<file path="src/rtl/mem_port_arbiter_pkg.sv">
// Shared encodings for the unified-memory port arbiter: RISC-V load/store
// funct3 codes, arbiter FSM states and access-size codes used by the
// alignment check.
package mem_port_arbiter_pkg;

    localparam logic [2:0] F3_LB  = 3'b000;
    localparam logic [2:0] F3_LH  = 3'b001;
    localparam logic [2:0] F3_LW  = 3'b010;
    localparam logic [2:0] F3_LBU = 3'b100;
    localparam logic [2:0] F3_LHU = 3'b101;
    localparam logic [2:0] F3_SB  = 3'b000;
    localparam logic [2:0] F3_SH  = 3'b001;
    localparam logic [2:0] F3_SW  = 3'b010;

    // funct3[1:0] selects the access size; only half and word need alignment
    localparam logic [1:0] SZ_HALF = 2'b01;
    localparam logic [1:0] SZ_WORD = 2'b10;

    // Starvation counter width, large enough for STARVE_LIMIT up to 15
    localparam int unsigned STARVE_W = 4;

    typedef enum logic {
        ST_DATA_PRI = 1'b0,
        ST_IF_FORCE = 1'b1
    } arb_state_t;

endpackage

</file>
<file path="src/rtl/mem_port_arbiter_align_check.sv">
// Flags a data access whose byte address is not naturally aligned to its
// size. Byte accesses are always aligned.
module mem_port_arbiter_align_check
    import mem_port_arbiter_pkg::*;
(
    input  logic [1:0] size_code,
    input  logic [1:0] addr_lo,
    output logic       misaligned
);

    // Half needs addr[0]=0, word needs addr[1:0]=0
    always_comb begin
        misaligned = 1'b0;
        if (size_code == SZ_WORD)
            misaligned = (addr_lo != 2'b00);
        else if (size_code == SZ_HALF)
            misaligned = addr_lo[0];
    end

endmodule

</file>
<file path="src/rtl/mem_port_arbiter.sv">
// Arbiter in front of the single-port unified memory. The MEM stage has
// priority; IF gets the port when data is idle or misaligned, and a
// starvation counter forces one IF cycle after STARVE_LIMIT denials.
module mem_port_arbiter
    import mem_port_arbiter_pkg::*;
#(
    parameter int ADDR_W       = 6,
    parameter int STARVE_LIMIT = 4,
    parameter int CNT_W        = 16
) (
    input  logic              clk,
    input  logic              rst,
    input  logic              if_req,
    input  logic [31:0]       if_addr,
    output logic              if_grant,
    output logic [31:0]       if_instr,
    input  logic              d_read,
    input  logic              d_write,
    input  logic [2:0]        d_funct3,
    input  logic [31:0]       d_addr,
    input  logic [31:0]       d_wdata,
    output logic              d_grant,
    output logic [31:0]       d_rdata,
    output logic              mem_read,
    output logic              mem_write,
    output logic [2:0]        mem_funct3,
    output logic [ADDR_W-1:0] mem_addr,
    output logic [31:0]       mem_wdata,
    input  logic [31:0]       mem_rdata,
    output logic              misalign,
    output logic [31:0]       misalign_addr,
    output logic [CNT_W-1:0]  conflict_cnt
);

    arb_state_t          state, state_nxt;
    logic [STARVE_W-1:0] starve_cnt, starve_nxt, starve_inc;
    logic                data_present, data_bad_align, data_mis, data_valid;
    logic                unused_addr_bits;

    assign unused_addr_bits = ^{if_addr[31:ADDR_W+2], if_addr[1:0], d_addr[31:ADDR_W+2]};

    mem_port_arbiter_align_check u_align (
        .size_code  (d_funct3[1:0]),
        .addr_lo    (d_addr[1:0]),
        .misaligned (data_bad_align)
    );

    assign data_present = d_read | d_write;
    assign data_mis     = data_present & data_bad_align;
    assign data_valid   = data_present & ~data_bad_align;
    assign starve_inc   = starve_cnt + STARVE_W'(1);

    // State, starvation counter, misalign capture and conflict counter
    always_ff @(posedge clk) begin
        if (rst) begin
            state         <= ST_DATA_PRI;
            starve_cnt    <= '0;
            misalign      <= 1'b0;
            misalign_addr <= '0;
            conflict_cnt  <= '0;
        end else begin
            state      <= state_nxt;
            starve_cnt <= starve_nxt;
            misalign   <= data_mis;
            if (data_mis)
                misalign_addr <= d_addr;
            if (if_req && data_present && (conflict_cnt != '1))
                conflict_cnt <= conflict_cnt + CNT_W'(1);
        end
    end

    // Port arbitration, memory steering and next-state selection
    always_comb begin
        state_nxt  = state;
        starve_nxt = starve_cnt;
        if_grant   = 1'b0;
        if_instr   = '0;
        d_grant    = 1'b0;
        d_rdata    = '0;
        mem_read   = 1'b0;
        mem_write  = 1'b0;
        mem_funct3 = '0;
        mem_addr   = '0;
        mem_wdata  = '0;
        if (!rst) begin
            // A misaligned access is consumed without touching memory
            if (data_mis) begin
                d_grant    = 1'b1;
                starve_nxt = '0;
            end
            if (data_valid && state == ST_DATA_PRI) begin
                d_grant    = 1'b1;
                mem_write  = d_write;
                mem_read   = d_read & ~d_write;
                mem_funct3 = d_funct3;
                mem_addr   = d_addr[ADDR_W+1:2];
                mem_wdata  = d_wdata;
                if (d_read && !d_write)
                    d_rdata = mem_rdata;
                if (if_req) begin
                    if (starve_inc == STARVE_W'(STARVE_LIMIT)) begin
                        state_nxt  = ST_IF_FORCE;
                        starve_nxt = '0;
                    end else begin
                        starve_nxt = starve_inc;
                    end
                end
            end else begin
                // Memory is free for IF: idle/misaligned data, or forced IF cycle
                if (if_req) begin
                    if_grant   = 1'b1;
                    mem_read   = 1'b1;
                    mem_funct3 = F3_LW;
                    mem_addr   = if_addr[ADDR_W+1:2];
                    if_instr   = mem_rdata;
                end
                state_nxt  = ST_DATA_PRI;
                starve_nxt = '0;
            end
        end
    end

endmodule

</file>
<file path="config.mk">
export PLATFORM = sky130hd
export DESIGN_NAME = mem_port_arbiter
export DESIGN_NICKNAME = d
export VERILOG_FILES = /design/src/rtl/mem_port_arbiter_pkg.sv /design/src/rtl/mem_port_arbiter_align_check.sv /design/src/rtl/mem_port_arbiter.sv
export SDC_FILE = /design/constraint.sdc
export NUM_CORES = 1
export LEC_CHECK = 0
export CORE_AREA = 2 2 114 116
export CTS_CLUSTER_DIAMETER = 150
export CTS_CLUSTER_SIZE = 24
export DETAILED_ROUTE_END_ITERATION = 10
export DIE_AREA = 0 0 116 118
export GPL_ROUTABILITY_DRIVEN = 0
export PLACE_DENSITY_LB_ADDON = 0.15
export SKIP_CTS_REPAIR_TIMING = 1
export SLEW_MARGIN = 25
export SYNTH_ARGS = -nofsm -noshare
export SYNTH_HDL_FRONTEND = slang
export SYNTH_SLANG_ARGS = --single-unit
export TNS_END_PERCENT = 1
</file>
<file path="constraint.sdc">
create_clock -name clk -period 2.1 [get_ports clk]
set_input_delay 0.315 -clock clk [delete_from_list [all_inputs] [get_ports clk]]
set_output_delay 0.315 -clock clk [all_outputs]
set_load 0.05 [all_outputs]
</file>
==> impl_results.md, run 1 <==
* Post-synth net total at 547
* Worst Path Arrival at 1890 ps
* Crit Path Max Fanout at 8
* TritonCTS clock tree: built
* Clock Tree Buf Depth at 2
* Final Setup Violations at 37
* Global Route Usage Sum at 20.2%
* Flops & latches, synth at 54
* Hold Crit Class: input port to flop
* DP HPWL at 11.9 mm
* Fmax at 454 MHz
* Yosys cell types at 40
* Die width at 116 um
* DRC violation total after the first TritonRoute iteration at 136
* Min cycle time layout at 2200 ps
* Worst slew pin tran at 566 ps
* Synth Warn # at 0
* Reg2reg start: conflict_cnt[0]
* Synth Cell Area at 0.00316 mm^2
* Row count at 41
* Top Ports at 294
* Worst Setup End Kind: primary output
* Initial Util at 25.4%
* Global-route wire length before repair at 21.7 mm
* Req. time, crit path at 1780 ps
* Most frequent cells in the layout: 150 x clkdlybuf4s50_1, 112 x buf_12, 69 x nand2_1, 54 x dfxtp_1, 49 x a21oi_1
* Largest net degree at the start of global routing at 53
* Slew HR at 62.1%
* Fraction of final layout cells sized beyond drive strength 1 at 32.7%
* Max_cap viols at 0
* DRC at 0
* Pleak at 0.00315 uW
* Power density of the placed cells at 446 mW/mm^2
* CTS Sinks at 54
* Count of pins over their slew limit at 0
* Fin Setup TNS at -2690 ps
* Post-synthesis sequential area ratio at 34.2%
* RSZ-0062 raised after global routing: yes
* Crit-path cells: buf_8 > xor2_4 > a2111oi_4 > and3b_2 > clkbuf_16 > and2_4 > buf_12
* WHS at 318 ps
* DRT Pass-1 Iters at 4
* Nets@finish at 830
* WL/cell at 17.2 um
* Vias/cell at 4.63
* Failing checks: negative setup slack
* DP Cell Count at 846
* Routed Antenna Nets at 0
* Avg Synthesized Cell Area at 7.74 um^2
* CP top delay family: simple AND/OR/NAND/NOR gates
* Post-route insts no fill at 867
* Port bufs at 267
* Critical path origin: d_funct3[0]
* Total core area at 0.0124 mm^2
* Clock Latency Late Sink at 290 ps
* Clock Pin Slew Worst Setup and Hold Paths at 60 ps
* Htree depth at 2
* Remaining global-route overflow at 0
* Filler cells at 1060
* Initial antenna violation count at 4
* Slowest cell delay on critical path at 400 ps
* Die Ht at 118 um
* Root Driver: clkbuf_16
* CP Class: input port to primary output
* Vias in the first global route at 3842
* Synthesized instance count at 408
* Period utilisation layout at 105%
* CP startpoint kind: input port
* Clock skew at 4.14 ps
* Status: complete, but fails checks
* Final hold violation count at 0
* Synthesis-to-layout area growth at 145%
* HP Start: rst
* Most common cell after layout, fill and taps aside: clkdlybuf4s50_1
* Vias at 4011
* Worst vdd ir at 0.000532 V
* TritonCTS buffer count at 5
* Die ar. at 0.0137 mm^2
* Final WS setup at -102 ps
* Slowest cell on the critical path: and3b_2
* Drt total wl at 15.0 mm
* CP bufs+invs at 3
-- power by group --
part           internal, uW  switching (uW)  total, uW
clock                   437             344        781
combinational           760             818       1580
sequential             1070            25.4       1090
total                  2270            1190       3450
-- path summary, 6_finish.rpt --
check / slack, ps / endpoint / depth (start not counted)
worst max-delay path: -100 / d_rdata[11] / 7
worst min-delay path: 320 / misalign_addr[0] / 2
worst max register to register: 220 / conflict_cnt[12] / 6
worst min register to register: 450 / misalign_addr[26] / 2
-- per-layer routing --
metal	wire length [um]	share of wire [%]	track usage, %	vias to the layer above
met4	437	2.9	7.14	0
met1	5440	36	21.6	1840
met3	1310	8.8	7.00	26
met2	7760	52	36.2	161
li1	-	-	-	1984
met5	0	0	0	-
-- logic make-up after synthesis --
logic type	count (synthesis)	synth area share [%]
simple gates	227	40.1
compound gates	83	16.6
xor+xnor	1	0.515
mux	3	1.07
buf+inv	37	6.34
fa+ha+maj	3	1.19
flops	54	34.2
-- per-stage QoR --
step	power, uW	setup slack, ps	cell area, um^2	utilization [%]
floorplan	1820	-114	3160	-
finish	3450	-102	7740	62.3
global route	3600	-150	7730	62.3
CTS	3420	-524	7370	59.4
detailed placement	2620	-513	7240	58.3
global placement	2610	-483	7240	58.3
-- registers in the layout, indices dropped and copies added, names as in the netlist --
| name | count |
|---|---|
| conflict_cnt | 16 |
| starve_cnt | 4 |
| misalign_addr | 32 |
| misalign | 1 |
| state | 1 |
-- area by class of cell --
| class | count | area [um^2] | area share (%) |
|---|---|---|---|
| repair buffers | 311 | 4230 | 54.7 |
| multi-input cells | 317 | 2060 | 26.6 |
| flip-flops and latches | 54 | 1080 | 14.0 |
| well taps | 172 | 215 | 2.78 |
| clock buffers | 7 | 133 | 1.71 |
| diodes | 4 | 10.0 | 0.129 |
| inverters | 2 | 7.51 | 0.0970 |
-- Yosys cell counts --
cell type / instances / area share [%]
a2111oi_4: 1 / 0.87
a211oi_1: 1 / 0.24
a211oi_2: 1 / 0.40
a21o_1: 1 / 0.24
a21oi_1: 49 / 7.8
a22o_1: 7 / 1.9
a22oi_2: 1 / 0.40
a31oi_1: 1 / 0.20
and2_1: 66 / 13
and3_1: 37 / 7.3
and3b_1: 2 / 0.55
and4_1: 2 / 0.55
buf_2: 16 / 2.5
buf_4: 5 / 1.2
buf_6: 3 / 1.1
clkbuf_1: 11 / 1.3
dfxtp_1: 54 / 34
ha_1: 3 / 1.2
inv_1: 2 / 0.24
mux2_2: 3 / 1.1
nand2_1: 69 / 8.2
nand2_4: 1 / 0.36
nand2b_1: 1 / 0.20
nand3_1: 9 / 1.4
nand3b_1: 4 / 0.95
nand4_1: 5 / 0.99
nor2_1: 5 / 0.59
nor2b_1: 5 / 0.99
nor3_1: 3 / 0.48
nor4_1: 4 / 0.79
nor4_4: 1 / 0.67
o211ai_1: 2 / 0.48
o21a_1: 2 / 0.48
o21ai_0: 7 / 1.1
o21ba_2: 1 / 0.32
o31ai_1: 9 / 2.1
or2_2: 2 / 0.40
or3_1: 2 / 0.40
or4_1: 9 / 2.1
xor2_2: 1 / 0.52
(Power assumes the default switching activity.)
==> run 2: changes to the inputs <==
--- a/config.mk
+++ b/config.mk
@@ -9,3 +9,2 @@
 export CTS_CLUSTER_DIAMETER = 150
-export CTS_CLUSTER_SIZE = 24
 export DETAILED_ROUTE_END_ITERATION = 10
--- a/constraint.sdc
+++ b/constraint.sdc
@@ -3,2 +3,2 @@
 set_output_delay 0.315 -clock clk [all_outputs]
-set_load 0.05 [all_outputs]
+set_load 0.1 [all_outputs]
==> impl_results.md, run 2 (synthesis results as in run 1) <==
* Switch Pwr at 1700 uW (was 1190 uW)
* Hold EP: misalign_addr[6] (was misalign_addr[0])
* Clock skew at 3.35 ps (was 4.14 ps)
* Worst Setup End Kind: primary output (unchanged)
* CP startpoint kind: input port (unchanged)
* Worst Path Arrival at 1910 ps (was 1890 ps)
* Power density of the placed cells at 529 mW/mm^2 (was 446 mW/mm^2)
* Total core area at 0.0124 mm^2 (unchanged)
* Nets@finish at 830 (unchanged)
* TritonCTS buffer count at 5 (unchanged)
* Seq pwr share at 26.7% (was 31.7%)
* Finished Cell Area at 0.00776 mm^2 (was 0.00774 mm^2)
* Combinational power share at 51.1% (was 45.7%)
* RSZ-0062 raised after global routing: yes (unchanged)
* Req. time, crit path at 1780 ps (about the same)
* Placed cell area at 0.00722 mm^2 (was 0.00724 mm^2)
* Max_cap viols at 0 (unchanged)
* Clock Pin Slew Worst Setup and Hold Paths at 60 ps (about the same)
* DRT Pass-1 Iters at 4 (unchanged)
* Clock Latency Late Sink at 290 ps (about the same)
* Reg2reg start: conflict_cnt[2] (was conflict_cnt[0])
* Worst R2R Setup Slack at 250 ps (was 220 ps)
* Period utilisation layout at 106% (was 105%)
* Remaining global-route overflow at 0 (unchanged)
* Die ar. at 0.0137 mm^2 (unchanged)
* Root Driver: clkbuf_16 (unchanged)
* TritonCTS clock tree: built (unchanged)
* Largest net degree at the start of global routing at 52 (was 53)
* Routed Antenna Nets at 0 (unchanged)
* WL/cell at 17.8 um (was 17.2 um)
* Initial antenna violation count at 3 (was 4)
* Min cycle time layout at 2220 ps (was 2200 ps)
* Initial Util at 25.4% (unchanged)
* Clock Tree Buf Depth at 2 (unchanged)
* Slew HR at 64.6% (was 62.1%)
* Port bufs at 267 (unchanged)
* Post-place setup slack at -556 ps (was -513 ps)
* Area occupied by multi-input gates at 0.00211 mm^2 (was 0.00206 mm^2)
* Vias/cell at 4.69 (was 4.63)
* Clk pwr share at 22.3% (was 22.6%)
* Top flop regs: misalign_addr (32), conflict_cnt (16), starve_cnt (4) (unchanged)
* Synthesis-to-layout area growth at 146% (was 145%)
* Switching share of power at 41.3% (was 34.4%)
* HP Start: rst (unchanged)
* Status: complete, but fails checks (unchanged)
* Die width at 116 um (unchanged)
* Final hold violation count at 0 (unchanged)
* CP Class: input port to primary output (unchanged)
* Filler cells at 1058 (was 1060)
* Hold path depth at 2 (unchanged)
* Top Ports at 294 (unchanged)
* Reg2Reg Depth at 4 (was 6)
* Crit Path Max Fanout at 8 (unchanged)
* Most common cell after layout, fill and taps aside: buf_12 (was clkdlybuf4s50_1)
* Final Setup Violations at 67 (was 37)
* Post-route insts no fill at 865 (was 867)
* Failing checks: negative setup slack (unchanged)
* Row count at 41 (unchanged)
* Worst vdd ir at 0.000515 V (was 0.000532 V)
* CTS Sinks at 54 (unchanged)
* Htree depth at 2 (unchanged)
* Vias at 4056 (was 4011)
* Pleak at 0.00331 uW (was 0.00315 uW)
* Global Route Usage Sum at 20.9% (was 20.2%)
* Hold Crit Class: input port to flop (unchanged)
* Max FFs per register at 32 (unchanged)
* Top reg by flops: misalign_addr (unchanged)
* Most frequent cells in the layout: 119 x buf_12, 102 x clkdlybuf4s50_1, 77 x buf_4, 69 x nand2_1, 64 x and2_4 (was 150 x clkdlybuf4s50_1, 112 x buf_12, 69 x nand2_1, 54 x dfxtp_1, 49 x a21oi_1)
* Reg2reg end: conflict_cnt[15] (was conflict_cnt[12])
* Fraction of final layout cells sized beyond drive strength 1 at 43.1% (was 32.7%)
* Count of pins over their slew limit at 0 (unchanged)
* DP Cell Count at 848 (was 846)
* Fmax at 450 MHz (was 454 MHz)
* Drt total wl at 15.4 mm (was 15.0 mm)
* Global-route wire length before repair at 22.4 mm (was 21.7 mm)
* DRC at 0 (unchanged)
* DRC violation total after the first TritonRoute iteration at 166 (was 136)
* Vias in the first global route at 3777 (was 3842)
* Worst slew pin tran at 531 ps (was 566 ps)
* P_int at 2410 uW (was 2270 uW)
* Reg area at 0.00108 mm^2 (about the same)
* Die Ht at 118 um (unchanged)
* Final core occ at 62.5% (was 62.3%)
* Final WS setup at -123 ps (was -102 ps)
* DP HPWL at 12.4 mm (was 11.9 mm)
[run 2: power groups by stage]
stage	Clock (uW)	Sequential, uW	Combinational [uW]
after floorplan	0	1430	884
after global placement	0	1120	2010
after detailed placement	0	1120	2020
after CTS	945	1100	2020
after global routing	987	1100	2160
final	915	1100	2100
[run 2: final cells by class]
cell class | count | share of cell area, %
Clock buffer | 7 | 1.71
Multi-Input combinational cell | 317 | 27.2
Timing Repair Buffer | 311 | 53.9
Clock inverter | 1 | 0.387
Tap cell | 172 | 2.77
Sequential cell | 54 | 13.9
Antenna cell | 1 | 0.0322
Inverter | 2 | 0.0967
[run 2: worst max-delay path by stage]
stage                               start              end  slack, ps
final                         d_funct3[0]      d_rdata[31]       -120
after global routing          d_funct3[0]       d_rdata[0]       -190
after CTS                     d_funct3[0]       d_rdata[1]       -570
after detailed placement      d_funct3[1]      if_instr[8]       -560
after global placement        d_funct3[1]      mem_addr[2]       -520
after floorplan           conflict_cnt[0]  conflict_cnt[8]       -510
[run 2: per-layer routing]
| layer | global-route usage, % | up-vias | wire (um) |
|---|---|---|---|
| met1 | 25.3 | 1865 | 6090 |
| met4 | 5.65 | 4 | 323 |
| li1 | - | 1984 | - |
| met3 | 4.48 | 22 | 1050 |
| met2 | 36.8 | 181 | 7940 |
| met5 | 0 | - | 27 |
[run 2: critical path, stage by stage]
cell and delay, ps:
buf_8 110, xor2_4 190, a2111oi_4 360, and3b_2 390, clkbuf_16 210, and2_4 150
buf_12 170
[run 2: metrics by stage]
stage	hold WS (ps)	total power, uW	setup TNS [ps]
2_1_floorplan	455	2310	-34150
3_3_place_gp	439	3120	-53990
3_5_place_dp	447	3140	-57960
4_1_cts	330	4060	-57390
5_1_grt	339	4250	-8450
6_report	336	4110	-4140
==> run 3: changes to the inputs <==
CTS_BUF_LIST = sky130_fd_sc_hd__clkbuf_16   (was unset)
==> impl_results.md, run 3 (synthesis results as in run 1) <==
* Total core area at 0.0124 mm^2 (unchanged)
* DP HPWL at 12.4 mm (unchanged)
* Final WS setup at -123 ps (unchanged)
* Nets@finish at 830 (unchanged)
* Clock Tree Buf Depth at 2 (unchanged)
* Global Route Usage Sum at 20.9% (unchanged)
* Global routing's busiest layer: met2 (unchanged)
* Seq pwr share at 26.7% (about the same)
* WL/cell at 17.8 um (about the same)
* TritonCTS buffer count at 5 (unchanged)
* P_int at 2400 uW (was 2410 uW)
* Max FFs per register at 32 (unchanged)
* Synthesis-to-layout area growth at 146% (unchanged)
* Switching share of power at 41.4% (was 41.3%)
* Period utilisation layout at 106% (unchanged)
* Reg2reg end: conflict_cnt[15] (unchanged)
* Vias at 4055 (was 4056)
* Remaining global-route overflow at 0 (unchanged)
* Htree depth at 2 (unchanged)
* Vias in the first global route at 3777 (unchanged)
* Worst slew pin tran at 531 ps (about the same)
* Routed Antenna Nets at 0 (unchanged)
* Switch Pwr at 1700 uW (about the same)
* Final Setup Violations at 67 (unchanged)
* TritonCTS clock tree: built (unchanged)
* Slowest cell on the critical path: and3b_2 (unchanged)
* DP Cell Count at 848 (unchanged)
* Hold Crit Class: input port to flop (unchanged)
* Die ar. at 0.0137 mm^2 (unchanged)
* Clock Pin Slew Worst Setup and Hold Paths at 60 ps (about the same)
* Global-route wire length before repair at 22.4 mm (unchanged)
* Crit Path Max Fanout at 8 (unchanged)
* Port bufs at 267 (unchanged)
* CP bufs+invs at 3 (unchanged)
* Worst Setup End Kind: primary output (unchanged)
* Drt total wl at 15.4 mm (about the same)
* Largest net degree at the start of global routing at 52 (unchanged)
* Req. time, crit path at 1780 ps (about the same)
* Post-route insts no fill at 865 (unchanged)
* Critical path depth in cells at 7 (unchanged)
* DRT Pass-1 Iters at 4 (unchanged)
* Top flop regs: misalign_addr (32), conflict_cnt (16), starve_cnt (4) (unchanged)
* Post-place setup slack at -556 ps (unchanged)
* Vias/cell at 4.69 (about the same)
* Status: complete, but fails checks (unchanged)
* Most frequent cells in the layout: 119 x buf_12, 102 x clkdlybuf4s50_1, 77 x buf_4, 69 x nand2_1, 64 x and2_4 (unchanged)
* CP Class: input port to primary output (unchanged)
* Top reg by flops: misalign_addr (unchanged)
* Combinational power share at 51.2% (was 51.1%)
* Reg2reg start: conflict_cnt[2] (unchanged)
* Critical path origin: d_funct3[0] (unchanged)
* Hold EP: misalign_addr[6] (unchanged)
* Crit-path cells: buf_8 > xor2_4 > a2111oi_4 > and3b_2 > clkbuf_16 > and2_4 > buf_12 (unchanged)
* Slew HR at 64.6% (about the same)
* Reg2Reg Depth at 4 (unchanged)
* Clk pwr share at 22.1% (was 22.3%)
* Placed cell area at 0.00722 mm^2 (unchanged)
* Fraction of final layout cells sized beyond drive strength 1 at 43.1% (unchanged)
* Clock skew at 3.35 ps (about the same)
* Die Ht at 118 um (unchanged)
* Failing checks: negative setup slack (unchanged)
* Power density of the placed cells at 528 mW/mm^2 (was 529 mW/mm^2)
* CP top delay family: simple AND/OR/NAND/NOR gates (unchanged)
* Die width at 116 um (unchanged)
* Total power at 4100 uW (was 4110 uW)
* Initial Util at 25.4% (unchanged)
* Met2 GRT Util at 36.8% (unchanged)
* Worst vdd ir at 0.000503 V (was 0.000515 V)
* HP Start: rst (unchanged)
* Routing usage on met3 at 4.48% (unchanged)
* GR Util met1 at 25.3% (unchanged)
* RSZ-0062 raised after global routing: yes (unchanged)
* Pleak at 0.00332 uW (was 0.00331 uW)
* Most common cell after layout, fill and taps aside: buf_12 (unchanged)
* Finished Cell Area at 0.00776 mm^2 (unchanged)
* Filler cells at 1058 (unchanged)
* Clock Latency Late Sink at 290 ps (about the same)
* Final core occ at 62.5% (unchanged)
* DRC at 0 (unchanged)
* Root Driver: clkbuf_16 (unchanged)
* CTS Sinks at 54 (unchanged)
* Slowest cell delay on critical path at 390 ps (about the same)
* Count of pins over their slew limit at 0 (unchanged)
* Min cycle time layout at 2220 ps (unchanged)
* Final hold violation count at 0 (unchanged)
* Max_cap viols at 0 (unchanged)
* Worst Path Arrival at 1910 ps (about the same)
* Fmax at 450 MHz (unchanged)
* DRC violation total after the first TritonRoute iteration at 167 (was 166)
* Row count at 41 (unchanged)
* Initial antenna violation count at 3 (unchanged)
* Worst R2R Setup Slack at 250 ps (about the same)
* Hold path depth at 2 (unchanged)
* CP startpoint kind: input port (unchanged)
* Top Ports at 294 (unchanged)
run 3: cell count changes in the layout (fill, tap and decap cells not counted), sizes merged:
cell | before | now
inv | 2 | 4
clkbuf | 11 | 9
run 3: area by class of cell:
class,instances,area [um^2],share of cell area [%]
clock inverter,3,37.5,0.483
antenna,1,2.50,0.0322
clock buffer,5,125,1.61
multi-input combinational,317,2110,27.2
sequential,54,1080,13.9
tap,172,215,2.77
inverter,2,7.51,0.0967
timing repair buffer,311,4190,53.9
run 3: power groups by stage:
stage	Sequential, uW	Combinational, uW	Clock [uW]
6_report	1100	2100	905
3_5_place_dp	1120	2020	0
5_1_grt	1100	2160	978
2_1_floorplan	1430	884	0
3_3_place_gp	1120	2010	0
4_1_cts	1100	2020	938
run 3: worst max-delay path by stage:
| stage | endpoint | slack [ps] |
|---|---|---|
| floorplan | conflict_cnt[8] | -510 |
| global placement | mem_addr[2] | -520 |
| detailed placement | if_instr[8] | -560 |
| CTS | d_rdata[1] | -570 |
| global route | d_rdata[0] | -190 |
| finish | d_rdata[31] | -120 |
run 3: per-layer routing:
| metal | part of all wire, % | wire length [um] |
|---|---|---|
| met5 | 0.18 | 27 |
| met4 | 2.1 | 323 |
| met3 | 6.8 | 1050 |
| met2 | 51 | 7940 |
| met1 | 39 | 6080 |
run 3: metrics by stage:
| step | setup TNS (ps) | hold WS, ps |
|---|---|---|
| floorplan | -34150 | 455 |
| global placement | -53990 | 439 |
| detailed placement | -57960 | 447 |
| CTS | -57390 | 330 |
| global route | -8450 | 339 |
| finish | -4140 | 335 |
